[src/rtl/serial_full_subtractor.sv]
`default_nettype none
// ----------------------------------------------------------------------------
// serial_full_subtractor: bit-serial a - b - bin, LSB first, one bit per clock.
// Rev 1.0
// ----------------------------------------------------------------------------
module serial_full_subtractor #(
  parameter int WIDTH = 16
) (
  input  logic             clk,
  input  logic             rst_n,
  input  logic             start,
  input  logic [WIDTH-1:0] a_in,
  input  logic [WIDTH-1:0] b_in,
  input  logic             bin_in,
  output logic             busy,
  output logic             done,
  output logic [WIDTH-1:0] diff_out,
  output logic             borrow_out,
  output logic             bit_out
);

  localparam int CW = (WIDTH > 1) ? $clog2(WIDTH) : 1;
  localparam logic [CW-1:0] C_LAST = CW'(WIDTH - 1);

  typedef enum logic [1:0] {
    IDLE = 2'd0,
    RUN  = 2'd1,
    DONE = 2'd2
  } state_t;

  state_t           state, state_nxt;
  logic [WIDTH-1:0] a_sr, b_sr, diff_sr;
  logic             borrow;
  logic [CW-1:0]    cnt;
  logic             d_bit, br_nxt;

  assign d_bit  = a_sr[0] ^ b_sr[0] ^ borrow;
  assign br_nxt = (~a_sr[0] & b_sr[0]) | (~(a_sr[0] ^ b_sr[0]) & borrow);

  always_comb begin
    state_nxt = state;
    case (state)
      IDLE:    if (start) state_nxt = RUN;
      RUN:     if (cnt == C_LAST) state_nxt = DONE;
      DONE:    state_nxt = IDLE;
      default: state_nxt = IDLE;
    endcase
  end

  always_ff @(posedge clk or negedge rst_n) begin
    if (!rst_n) begin
      state <= IDLE;
      busy  <= 1'b0;
      done  <= 1'b0;
    end else begin
      state <= state_nxt;
      busy  <= (state_nxt != IDLE);
      done  <= (state == DONE);
    end
  end

  always_ff @(posedge clk or negedge rst_n) begin
    if (!rst_n) begin
      a_sr       <= '0;
      b_sr       <= '0;
      diff_sr    <= '0;
      borrow     <= 1'b0;
      cnt        <= '0;
      diff_out   <= '0;
      borrow_out <= 1'b0;
      bit_out    <= 1'b0;
    end else begin
      case (state)
        IDLE: begin
          if (start) begin
            a_sr   <= a_in;
            b_sr   <= b_in;
            borrow <= bin_in;
            cnt    <= '0;
          end
        end
        RUN: begin
          // Difference bits enter at the MSB so bit 0 lands at index 0 after WIDTH shifts.
          diff_sr <= {d_bit, diff_sr[WIDTH-1:1]};
          a_sr    <= {1'b0, a_sr[WIDTH-1:1]};
          b_sr    <= {1'b0, b_sr[WIDTH-1:1]};
          borrow  <= br_nxt;
          bit_out <= d_bit;
          cnt     <= cnt + CW'(1);
        end
        DONE: begin
          diff_out   <= diff_sr;
          borrow_out <= borrow;
        end
        default: ;
      endcase
    end
  end

endmodule
`default_nettype wire
[config.mk]
export PLATFORM = sky130hd
export DESIGN_NAME = serial_full_subtractor
export DESIGN_NICKNAME = d
export VERILOG_FILES = /design/src/rtl/serial_full_subtractor.sv
export SDC_FILE = /design/constraint.sdc
export NUM_CORES = 1
export LEC_CHECK = 0
export ABC_AREA = 1
export CAP_MARGIN = 40
export CORE_ASPECT_RATIO = 1.1
export CORE_MARGIN = 4
export CORE_UTILIZATION = 40
export CTS_CLUSTER_SIZE = 14
export DETAILED_ROUTE_END_ITERATION = 8
export SLEW_MARGIN = 40
export SYNTH_ARGS = -nofsm -noshare
export SYNTH_HDL_FRONTEND = slang
export SYNTH_SLANG_ARGS = --single-unit
[constraint.sdc]
create_clock -name clk -period 3 [get_ports clk]
set_input_delay 0.6 -clock clk [delete_from_list [all_inputs] [get_ports clk]]
set_output_delay 0.6 -clock clk [all_outputs]
set_load 0.05 [all_outputs]
# After elaboration in Yosys (flattened, before gate mapping)
# Cells that the tools add are included.
dict set report op_classes {
  eq_ne 4
  reduce_logical 4
  bitwise_logic 7
  add_sub_neg 1
  n_mux 11
}
# operator count
set op_table {}
lappend op_table {{$pmux 16 s2} 2}
lappend op_table {{$mux 16} 2}
lappend op_table {{$pmux 4 s2} 1}
lappend op_table {{$add 4x1->4 const B} 1}
lappend op_table {{$eq 4x4->1 const B} 1}
lappend op_table {{$mux 2} 2}
lappend op_table {{$mux 4} 1}
lappend op_table {{$pmux 2 s2} 1}
lappend op_table {{$reduce_bool 2->1} 2}
lappend op_table {{$and 1x1->1} 2}
lappend op_table {{$eq 2x1->1 const B} 1}
lappend op_table {{$eq 2x2->1 const B} 1}
lappend op_table {{$logic_not 2->1} 1}
lappend op_table {{$ne 2x2->1 const B} 1}
lappend op_table {{$not 1->1} 2}
lappend op_table {{$pmux 1 s2} 1}
lappend op_table {{$reduce_and 2->1} 1}
lappend op_table {{$xor 1x1->1} 2}
lappend op_table {{$mux 1} 1}
lappend op_table {{$or 1x1->1} 1}
dict set report totals {
  reg_bits 75
  elab_cells 38
  input_bits 36
  out_inout_bits 20
}

# Longest topological paths before layout
# Gate-level depths: netlist of run 1.
dict set report logic_depth {
  ltp_word 5
  ltp_mapped 6
  depth_no_buf 6
}

# Worst setup path before layout of run 1
# OpenSTA, ideal clock, no wires.
dict set report synth_path {
  path_kind {register -> output}
  startpoint {register bit_out}
  endpoint {output port bit_out}
  slack_ns 1.785
  required_time_ns 2.400
  arrival_ns 0.615
  n_path_buf 0
  path_stages_with_launch 1
  cell_sequence {dfrtp_1}
}
# item line
set synth_rtl {}
lappend synth_rtl {{from (decl)} 19} ;# output logic bit_out
lappend synth_rtl {{from (signal assigned)} 88} ;# bit_out <= d_bit;
# No word-level cell between the ends.

# Final worst setup path of run 1
dict set report layout_path {
  startpoint {register bit_out}
  endpoint {output port bit_out}
}
# No word-level cell between the ends.

==> impl_metrics.toml, run 1 <==
[status]
outcome = "completed"

[floorplan]
die_w_microns = 91.7
coreArea_sq_mm = 0.00747
fp.dieArea_sq_mm = 0.00918
die_y_microns = 100
pin_count = 56
initial_utilization_pct = 41.3
row_count = 33

[worst_setup_path]
crit_buf_inv = 1
r2r_end = "diff_sr[8]$_DFFE_PN0P_"
cp-startpoint = "bit_out$_DFFE_PN0P_"
path_class = "reg -> out"
worstSetupEndpointType = "output pin"
cp_max_fo = 3
crit_chain = "clkdlybuf4s50_1"
reg2reg_depth = 5
path_depth = 1
critical-path-slowest-cell = "clkdlybuf4s50_1"
startpoint_type = "flop"
cp_top_family = "buffers and inverters"
regToRegSetupSlack_ns = 1.25
required_ns = 2.40
arrival_ns = 1.56
regToRegStartpoint = "state[1]$_DFF_PN0_"
cpPeakStageDelay_ns = 0.82
crit_end = "bit_out"

[yosys]
synth_top_family_by_area = "simple AND/OR/NAND/NOR gates"
synthSimpleGateAreaFrac_pct = 26.3
synth_ff_type = "dfrtp_1"
synth_compound_area_share_pct = 5.60
syn-num-nets = 378
synthXorXnorAreaFrac_pct = 0.284
syn_area_per_cell_sq_um = 9.07
yosys_register_bits = 74
ys_seq_area_share_pct = 60.0
synthDistinctLibCells = 17
synth_edf_count = 0
synthesis.area_sq_mm = 0.00309
postSynth.asyncResetShare_pct = 100
synth_warnings = 0
synth_mux_area_share_pct = 0
synthAdderAreaFrac_pct = 1.05
syn_inst = 340

[timing]
maxSlewHeadroom_pct = 49.9
tightest_slew_ns = 0.749
period_needed_ns = 2.16
fmax_mhz = 463
skew_ns = 0.0102
maxSlewViolCount = 0
fin_ws_ns = 0.842
final_hold_viol_count = 0
period_share_pct = 71.9
setup_viol = 0
rsz0062_at_grt = "no"
final.setup.tns_ns = 0

[global_route]
grt_pass1_vias = 2278
grt_overflow = 0
grtUsageTotal_pct = 14.0
grt_max_degree = 75
grt_first_pass_wirelength_microns = 10300
antenna_found_initial = 0

[clock_network]
clk_root_buffer_cell = "clkbuf_8"
insertion_delay_ns = 0.35
cts_sinks = 74
path_clk_slew_ns = 0.07
cts_tree = "built"
cts_buffer_depth = 2
h-tree-depth = 3
cts_setup_buffers = 0
post_cts_resized = 0
cts_made_buffers = 9
hold_buffers = 0

[layout]
nets = 426
diodes = 0
drive_gt1_share_pct = 6.62
area_growth_pct = 26.4

[route]
ant_nets = 0
routedWlPerCell_microns = 12.1
wirelength_microns = 6050
first_pass_iters = 5
via_per_inst = 4.74
drc_errors = 0
drt_iter0_markers = 109
vias = 2360

[power]
power.density_mw_per_mm2 = 1010
power_mw = 3.95
ir_drop_mv = 0.397
p_leak_nw = 1.82

[flow_run]
cap_viol_max_count = 0

[worst_hold_path]
hold_class = "in -> async"

[placed_design]
dp_slack_ns = 0.964
finalWeightedCongestion = 0.721
io_buffer_count = 55
dp_hpwl_microns = 3680
-- synth_stat cells, types with 2 or more instances --
master   instances  area (sq um)
nor2_1           2          7.51
o21ai_0         32           160
nand2_2          2          12.5
buf_6            4          45.0
nand2_1        110           413
nor2_4           2          22.5
inv_2            2          7.51
buf_2           16          80.1
dfrtp_1         74          1850
inv_1           20          75.1
nand3_1         70           350
-- final cells by class --
class	count	area, sq um
Clock buffer	12	165
Inverter	22	82.6
Sequential cell	74	1850
Clock inverter	4	72.6
Tap cell	105	131
Fill cell	729	3570
Multi-Input combinational cell	224	1030
Timing Repair Buffer	57	567
-- metal layers --
| layer | vias up | wire (microns) | GRT usage, % | share of wire, % |
|---|---|---|---|---|
| met2 | 65 | 2730 | 21.8 | 45 |
| li1 | 1188 | - | - | - |
| met4 | 0 | 61 | 8.34 | 1.0 |
| met3 | 6 | 369 | 2.92 | 6.1 |
| met1 | 1101 | 2890 | 18.0 | 48 |
| met5 | - | 0 | 0 | 0 |
-- through the flow --
step	std cells	utilization [%]	instance area [sq um]	hold WS [ns]
final	498	52.2	3900	0.267
after global routing	498	52.2	3900	0.326
after CTS	498	52.2	3900	0.295
after detailed placement	482	49.0	3660	0.456
after global placement	482	48.9	3650	0.457
after floorplan	340	-	3090	0.304
-- state kept, by name, summed over array words and instances, names as in the netlist --
register,cells
state,2
b_sr,16
busy,1
diff_out,16
cnt,4
a_sr,16
diff_sr,15
bit_out,1
borrow,1
done,1
borrow_out,1
-- cells by family (layout without fill, tap and decap cells) --
| family | Yosys count | in the layout |
|---|---|---|
| AO/OA/AOI/OAI | 34 | 34 |
| adder cells (fa/ha/maj) | 2 | 2 |
| flip-flops | 74 | 74 |
| buffers and inverters | 42 | 95 |
| XOR/XNOR | 1 | 1 |
| AND/OR/NAND/NOR | 187 | 187 |
-- cell usage in the layout, fill, tap and decap left out, types with 2 or more instances in the layout --
| cell type | count |
|---|---|
| dfrtp_1 | 74 |
| nand3_1 | 70 |
| nor2_4 | 2 |
| buf_4 | 2 |
| nor2_1 | 2 |
| clkdlybuf4s50_1 | 54 |
| o21ai_0 | 32 |
| nand2_2 | 3 |
| inv_1 | 20 |
| bufinv_16 | 2 |
| inv_2 | 2 |
| clkbuf_8 | 12 |
| nand2_1 | 109 |
-- worst min-delay path by stage --
stage | startpoint | end | slack (ns)
after CTS | rst_n | b_sr[13]$_DFFE_PN0P_ | 0.29
after global routing | rst_n | diff_out[4]$_DFFE_PN0P_ | 0.33
after detailed placement | diff_sr[0]$_DFFE_PN0P_ | diff_out[0]$_DFFE_PN0P_ | 0.46
after global placement | diff_sr[0]$_DFFE_PN0P_ | diff_out[0]$_DFFE_PN0P_ | 0.46
final | rst_n | diff_out[5]$_DFFE_PN0P_ | 0.27
after floorplan | rst_n | a_sr[0]$_DFFE_PN0P_ | 0.30
-- where the power goes --
group          switching, mW  internal (mW)  leakage [nW]
Sequential             0.222           1.37         0.967
Combinational          0.974          0.494         0.732
Clock                  0.350          0.535         0.119
Total                   1.55           2.40          1.82
Note: power is estimated with default switching activity, not from simulation.
==> run 2, diff against run 1 <==
- clock period: 3 -> 2.05 ns (I/O delays scaled with it)
==> impl_metrics.toml, run 2 (synthesized netlist as in run 1, its figures left out) <==
[status]
outcome = "completed"

[clock_network]
cts_tree = "built"
hold_buffers = 1
cts_setup_buffers = 0
h-tree-depth = 3
clk_root_buffer_cell = "clkbuf_8"
cts_sinks = 74
cts_buffer_depth = 2
cts_made_buffers = 9
post_cts_resized = 0
path_clk_slew_ns = 0.07
insertion_delay_ns = 0.35

[route]
first_pass_iters = 4
met3WireLength_microns = 321
wl_met1_microns = 2880
drc_errors = 0
wirelength_microns = 5930
met2WireLength_microns = 2650
ant_nets = 0
drt_iter0_markers = 77
vias = 2374
top_layer = "met4"
routedWlPerCell_microns = 11.7
via_per_inst = 4.70

[timing]
whs_ns = 0.482
tightest_slew_ns = 0.508
maxSlewViolCount = 0
period_share_pct = 94.6
setup_viol = 0
fmax_mhz = 516
skew_ns = 0.00888
rsz0062_at_grt = "no"
final_hold_viol_count = 0
final.setup.tns_ns = 0
period_needed_ns = 1.94
maxSlewHeadroom_pct = 66.0

[worst_setup_path]
critical-path-slowest-cell = "clkdlybuf4s50_1"
startpoint_type = "flop"
path_class = "reg -> out"
arrival_ns = 1.53
worstSetupEndpointType = "output pin"
required_ns = 1.64
crit_buf_inv = 1
cp_top_family = "buffers and inverters"
cp_max_fo = 3
cpPeakStageDelay_ns = 0.81
crit_chain = "clkdlybuf4s50_1"

[layout]
area_growth_pct = 28.5
layout_common_cells = "nand2_1 (110), dfrtp_1 (74), nand3_1 (70)"
diodes = 0
reg_top3 = "a_sr: 16 flops, b_sr: 16 flops, diff_out: 16 flops"
drive_gt1_share_pct = 7.75
nets = 433
mostFrequentLayoutCell = "nand2_1"

[power]
power.density_mw_per_mm2 = 1470
p_sw_share_pct = 39.5
p_leak_nw = 1.86
ir_drop_mv = 0.571
power_frac_comb_pct = 38.8
clockPowerShare_pct = 21.2
p_int_mw = 3.51
seqPwrFrac_pct = 40.0
p_sw_mw = 2.29

[floorplan]
pin_count = 56
die_w_microns = 91.7
die_y_microns = 100
row_count = 33
initial_utilization_pct = 41.3
coreArea_sq_mm = 0.00747
fp.dieArea_sq_mm = 0.00918

[global_route]
antenna_found_initial = 0
grt_first_pass_wirelength_microns = 10500
grtUsageTotal_pct = 14.1
grt_overflow = 0
grt_pass1_vias = 2325
grt_max_degree = 51

[placed_design]
dp_hpwl_microns = 3900
finalWeightedCongestion = 0.743
io_buffer_count = 55

[flow_run]
cap_viol_max_count = 0

[worst_hold_path]
hold_class = "reg -> reg"
## run 2: cell count changes in the layout (fill, tap and decap cells not counted), sizes merged
cell	before	now
buf	3	9
clkbuf	12	9
clkinv	1	4
clkinvlp	1	0
dlygate4sd3	0	1
inv	22	23
## run 2: final cells by class
cell class | count | area, sq um
flip-flops and latches | 74 | 1850
clock buffers | 9 | 124
inverters | 22 | 82.6
multi-input cells | 224 | 1030
repair buffers | 64 | 656
fillers | 735 | 3510
well taps | 105 | 131
clock inverters | 7 | 92.6
## run 2: power by group through the flow
stage               combinational, mW  clock [mW]  sequential, mW
floorplan                        1.20           0            2.73
global placement                 2.26           0            2.33
detailed placement               2.30           0            2.35
CTS                              2.30        1.26            2.33
global route                     2.55        1.33            2.40
finish                           2.26        1.23            2.32
## run 2: through the flow
step / utilization, % / power [mW] / worst slack, ns / instance area, sq um / std cells
after floorplan: - / 3.93 / 0.969 / 3090 / 340
after global placement: 50.0 / 4.60 / 0.496 / 3740 / 488
after detailed placement: 50.0 / 4.64 / 0.474 / 3740 / 488
after CTS: 53.0 / 5.89 / 0.0938 / 3960 / 505
after global routing: 53.0 / 6.28 / 0.0593 / 3960 / 505
final: 53.0 / 5.81 / 0.112 / 3960 / 505
## run 2: path summary, 6_finish.rpt
kind	slack, ns	end	from	cells after the start
max	0.11	bit_out	bit_out$_DFFE_PN0P_	1
min in group asynchronous	0.51	diff_out[5]$_DFFE_PN0P_	rst_n	2
min	0.48	diff_out[8]$_DFFE_PN0P_	diff_out[8]$_DFFE_PN0P_	2
max reg2reg	0.56	diff_sr[7]$_DFFE_PN0P_	state[1]$_DFF_PN0_	4
max in group asynchronous	0.96	a_sr[1]$_DFFE_PN0P_	rst_n	3
min reg2reg	0.48	diff_out[8]$_DFFE_PN0P_	diff_out[8]$_DFFE_PN0P_	2
## run 2: routing by layer
metal,GRT usage (%),vias to the layer above
li1,-,1207
met1,19.4,1101
met2,21.6,60
met3,3.90,6
met4,4.80,0
met5,0,-
